## config.mk

```make
export PLATFORM = sky130hd
export DESIGN_NAME = serial_sub16
export DESIGN_NICKNAME = d
export VERILOG_FILES = /design/src/rtl/serial_sub16_pkg.sv /design/src/rtl/sub_slice.sv /design/src/rtl/serial_sub16.sv
export SDC_FILE = /design/constraint.sdc
export NUM_CORES = 1
export LEC_CHECK = 0
export CORE_ASPECT_RATIO = 1.5
export CORE_MARGIN = 10
export CORE_UTILIZATION = 48
export CTS_BUF_LIST = sky130_fd_sc_hd__clkbuf_4
export CTS_CLUSTER_DIAMETER = 100
export DETAILED_ROUTE_END_ITERATION = 10
export PLACE_DENSITY = 0.78
export SYNTH_ARGS = -nofsm -noshare
export SYNTH_HDL_FRONTEND = slang
export SYNTH_HIERARCHICAL = 1
export SYNTH_SLANG_ARGS = --single-unit
export TNS_END_PERCENT = 5
```

## constraint.sdc

```tcl
create_clock -name clk -period 2.3 [get_ports clk]
set_input_delay 0.46 -clock clk [delete_from_list [all_inputs] [get_ports clk]]
set_output_delay 0.46 -clock clk [all_outputs]
set_load 0.05 [all_outputs]
```

## src/rtl/serial_sub16_pkg.sv

```systemverilog
// Shared constants, state encoding and overflow helper for the digit-serial subtractor.
package serial_sub16_pkg;

  localparam int WIDTH = 16;
  localparam int DIGIT = 4;
  localparam int NDIG  = WIDTH / DIGIT;
  localparam int CNT_W = $clog2(NDIG);

  localparam logic [1:0] IDLE = 2'd0;
  localparam logic [1:0] RUN  = 2'd1;
  localparam logic [1:0] DONE = 2'd2;

  function automatic logic signed_ovf(input logic a_msb, input logic b_msb, input logic d_msb);
    return (a_msb != b_msb) && (d_msb != a_msb);
  endfunction

endpackage

```

## src/rtl/sub_slice.sv

```systemverilog
// Combinational DIGIT-bit ripple-borrow subtractor: d = x - y - bin.
module sub_slice #(
  parameter int DIGIT = serial_sub16_pkg::DIGIT
) (
  input  logic [DIGIT-1:0] x,
  input  logic [DIGIT-1:0] y,
  input  logic             bin,
  output logic [DIGIT-1:0] d,
  output logic             bout
);

  logic [DIGIT:0] bc;

  always_comb begin
    bc    = '0;
    d     = '0;
    bc[0] = bin;
    for (int unsigned i = 0; i < DIGIT; i++) begin
      d[i]    = x[i] ^ y[i] ^ bc[i];
      bc[i+1] = (~x[i] & y[i]) | (~(x[i] ^ y[i]) & bc[i]);
    end
    bout = bc[DIGIT];
  end

endmodule

```

## src/rtl/serial_sub16.sv

```systemverilog
// Digit-serial subtractor D = A - B - Bi behind a start/done handshake; one slice per clock, LSB first.
module serial_sub16 #(
  parameter int WIDTH = serial_sub16_pkg::WIDTH,
  parameter int DIGIT = serial_sub16_pkg::DIGIT
) (
  input  logic             clk,
  input  logic             reset,
  input  logic             start,
  input  logic [WIDTH-1:0] A,
  input  logic [WIDTH-1:0] B,
  input  logic             Bi,
  output logic             busy,
  output logic             done,
  output logic [WIDTH-1:0] D,
  output logic             Bo,
  output logic             V
);

  import serial_sub16_pkg::*;

  localparam int NSL      = WIDTH / DIGIT;
  localparam int CNT_BITS = (NSL > 1) ? $clog2(NSL) : 1;

  logic [1:0]             state;
  logic [CNT_BITS-1:0]    cnt;
  logic [WIDTH-1:0]       a_sh;
  logic [WIDTH-1:0]       b_sh;
  logic [WIDTH-DIGIT-1:0] res;
  logic                   borrow;
  logic [DIGIT-1:0]       sd;
  logic                   sbout;
  logic                   last;

  sub_slice #(.DIGIT(DIGIT)) u_slice (
    .x    (a_sh[DIGIT-1:0]),
    .y    (b_sh[DIGIT-1:0]),
    .bin  (borrow),
    .d    (sd),
    .bout (sbout)
  );

  assign last = (cnt == CNT_BITS'(NSL - 1));
  assign busy = (state == RUN);

  always_ff @(posedge clk) begin
    if (reset) begin
      state  <= IDLE;
      cnt    <= '0;
      a_sh   <= '0;
      b_sh   <= '0;
      res    <= '0;
      borrow <= 1'b0;
      done   <= 1'b0;
      D      <= '0;
      Bo     <= 1'b0;
      V      <= 1'b0;
    end else begin
      done <= 1'b0;
      case (state)
        IDLE, DONE: begin
          if (start) begin
            a_sh   <= A;
            b_sh   <= B;
            borrow <= Bi;
            cnt    <= '0;
            state  <= RUN;
          end else begin
            state <= IDLE;
          end
        end
        RUN: begin
          a_sh   <= a_sh >> DIGIT;
          b_sh   <= b_sh >> DIGIT;
          borrow <= sbout;
          res    <= {sd, res[WIDTH-DIGIT-1:DIGIT]};
          cnt    <= cnt + 1'b1;
          if (last) begin
            // On the final slice the low digit of the A/B regs is the operands' top digit,
            // so their MSBs feed the overflow check directly.
            D     <= {sd, res};
            Bo    <= sbout;
            V     <= signed_ovf(a_sh[DIGIT-1], b_sh[DIGIT-1], sd[DIGIT-1]);
            done  <= 1'b1;
            cnt   <= '0;
            state <= DONE;
          end
        end
        default: state <= IDLE;
      endcase
    end
  end

endmodule

```

==> results.sh <==
export IMPL_gr_total_overflow=0
export IMPL_syn_num_nets=385
export IMPL_synthDistinctLibCells=22
export IMPL_coreArea_um2=5790
export IMPL_fin_tns_setup_ns=0
export IMPL_grt_pass1_wl_mm=10.6
export IMPL_initial_core_util_pct=49.3
export IMPL_synth_area_leaders="dfxtp_1 (48%), nand2_1 (15%), a311oi_2 (10%), a21oi_1 (6.8%), nor2_1 (4.1%)"
export IMPL_numCtsBuffers=9
export IMPL_ys_seq_elements=68
export IMPL_path_class="reg2reg"
export IMPL_multiInputGateArea_um2=1320
export IMPL_rows=34
export IMPL_worstPathMaxFanout=2
export IMPL_dieHeight_um=114
export IMPL_ys_seq_area_share_pct=47.7
export IMPL_path_buf_inv=3
export IMPL_skew_ns=0.0130
export IMPL_finalWorstSetupSlack_ns=0.0162
export IMPL_fmaxAchievable_ghz=0.438
export IMPL_final_nets=431
export IMPL_antenna_left=0
export IMPL_start_kind="register"
export IMPL_tritoncts="yes"
export IMPL_grt_max_degree=74
export IMPL_port_buffers=55
export IMPL_power_density_nw_per_um2=756
export IMPL_cts_hold_buffers_added=0
export IMPL_hold_path_class="reg2reg"
export IMPL_via_per_inst=5.16
export IMPL_place_ws_ns=-0.0770
export IMPL_endpoint_kind="register"
export IMPL_ys_warn_count=6
export IMPL_drive_gt1_share_pct=14.9
export IMPL_fin_crit_ns=2.28
export IMPL_cap_violations=0
export IMPL_first_iter_violations=146
export IMPL_vias=2411
export IMPL_grt_pass1_vias=2372
export IMPL_post_drt_wl_per_cell_um=13.2
export IMPL_status="complete, no violations"
export IMPL_fp_dieW_um=83.0
export IMPL_crit_slowest_cell="fa_1"
export IMPL_grtUsageTotal_pct=13.3
export IMPL_hold_violations=0
export IMPL_gp_congestion=0.767
export IMPL_clockRootBuffer="clkbuf_4"
export IMPL_cts_sinks=68
export IMPL_clock_latency_ns=0.40
export IMPL_synthCells=344
export IMPL_fin_crit_sh_pct=99.3
export IMPL_max_vdd_ir_drop_uv=529
export IMPL_syn_area_um2=2850
export IMPL_slowest_delay_ns=0.39
export IMPL_wirelength_mm=6.18
export IMPL_fillCellCount=504
export IMPL_cp_arrival_ns=2.61
export IMPL_syn_to_final_growth_pct=28.2
export IMPL_fin_total_pwr_mw=2.77
export IMPL_power_leakage_nw=1.32
export IMPL_htreeDepth=3
export IMPL_yosysTopAreaCell="dfxtp_1"
export IMPL_drv_slew=0
export IMPL_antenna_found_initial=0
export IMPL_clockBufferDepth=2
export IMPL_die_area_um2=9490
export IMPL_critPathTopFamily="adder cells"
export IMPL_clk_pin_slew_ns=0.11
export IMPL_dr_pass1_iters=4
export IMPL_path_cells="inv_2 > fa_2 > inv_2 > fa_2 > fa_2 > inv_2 > fa_1 > nor2_1 > a21oi_2 > a211oi_2"
export IMPL_hpwlAfterDp_mm=4.25
export IMPL_rsz0062_at_grt="yes"
export IMPL_ios=56
export IMPL_relSlewSlack_pct=47.6
export IMPL_setup_viol_count_final=0
export IMPL_crit_required_ns=2.62
export IMPL_synthesis_area_per_instance_um2=8.30
export IMPL_synth_top_area_share_pct=47.7
export IMPL_tightestPinTransition_ns=0.784
export IMPL_drc=0
export IMPL_n_antenna_cell=0
export IMPL_seqCellArea_um2=1370
-- routing by layer --
layer  wire length [µm]  global-route usage [%]  part of all wire (%)
met1               2490                    14.2                    40
met2               3240                    22.3                    53
met3                397                    5.77                   6.4
met4                 51                    5.92                  0.83
met5                  0                       0                     0
-- synth_stat cells --
master / number
buf_1: 2
dfxtp_1: 68
nand3b_1: 2
inv_1: 11
nor4b_1: 1
fa_1: 4
nor2b_1: 1
clkbuf_1: 6
o21a_1: 1
buf_4: 7
ha_1: 1
a311oi_2: 19
nand2b_1: 2
nand3_1: 9
a311oi_1: 6
buf_2: 14
a31oi_1: 1
nand2_1: 117
nor2_1: 31
a21oi_1: 39
and3b_1: 1
a211oi_1: 1
-- final cells by class --
cell class | count | area share [%]
flip-flops and latches | 68 | 37.3
clock buffers | 11 | 2.26
clock inverters | 5 | 3.39
multi-input cells | 236 | 36.1
inverters | 11 | 1.13
repair buffers | 64 | 17.4
well taps | 72 | 2.46
-- timing repair --
action                                  CTS  global route
endpoints found under the setup margin    1             1
cloned                                    0             0
gates resized for setup                  12             0
pin swaps                                 6             1
buffers inserted                          2             0
-- kinds of logic (layout without fill, tap and decap cells) --
| kind of cell | count (synthesis) | after routing | share of synthesized area, % |
|---|---|---|---|
| AND/OR/NAND/NOR | 164 | 164 | 22.8 |
| flip-flops | 68 | 68 | 47.7 |
| AO/OA/AOI/OAI | 67 | 67 | 19.4 |
| adder cells (fa/ha/maj) | 5 | 5 | 3.24 |
| buffers and inverters | 40 | 91 | 6.80 |
-- per-stage QoR --
stage / instance area [µm²] / hold WS, ns / instances / utilization (%)
detailed placement: 3420 / 0.446 / 449 / 59.1
finish: 3660 / 0.457 / 467 / 63.2
global placement: 3420 / 0.439 / 449 / 59.1
CTS: 3660 / 0.460 / 467 / 63.2
floorplan: 2850 / 0.432 / 344 / -
global route: 3660 / 0.470 / 467 / 63.2
-- state kept, by name, indices dropped and copies added (netlist names) --
name	cells
Bo	1
D	16
V	1
a_sh	16
b_sh	16
borrow	1
cnt	2
done	1
res	12
state	2
-- tightest hold or removal path, delay by kind of cell (launching register included) --
kind | cells | cell delay, ns
and+or+nand+nor | 1 | 0.05
AOI/OAI and AO/OA | 1 | 0.06
DFF | 1 | 0.32
-- worst paths after layout --
kind | startpoint | endpoint | slack [ns] | cells past startpoint
hold reg to reg | res[0] | D[0] | 0.46 | 2
hold / removal | res[0] | D[0] | 0.46 | 2
setup / recovery | borrow | V | 0.02 | 10
setup reg to reg | borrow | V | 0.02 | 10
-- cells in the final DEF, fill, tap and decap left out, types with 2 or more instances in the layout --
cell type        instances
a21oi_1                 38
a311oi_1                 6
a311oi_2                19
buf_12                   2
buf_4                    8
bufinv_16                4
clkbuf_4                11
clkdlybuf4s50_1         53
dfxtp_1                 65
dfxtp_2                  3
fa_2                     3
inv_1                    7
inv_2                    4
nand2_1                117
nand3_1                  9
nand3b_1                 2
nor2_1                  31
-- report_power, final --
group / switching [mW] / leakage [nW] / total, mW / internal (mW)
combinational: 0.216 / 0.659 / 0.398 / 0.182
sequential: 0.0442 / 0.556 / 1.29 / 1.24
clock: 0.397 / 0.109 / 1.08 / 0.682
total: 0.657 / 1.32 / 2.77 / 2.11
(Power assumes the default switching activity.)
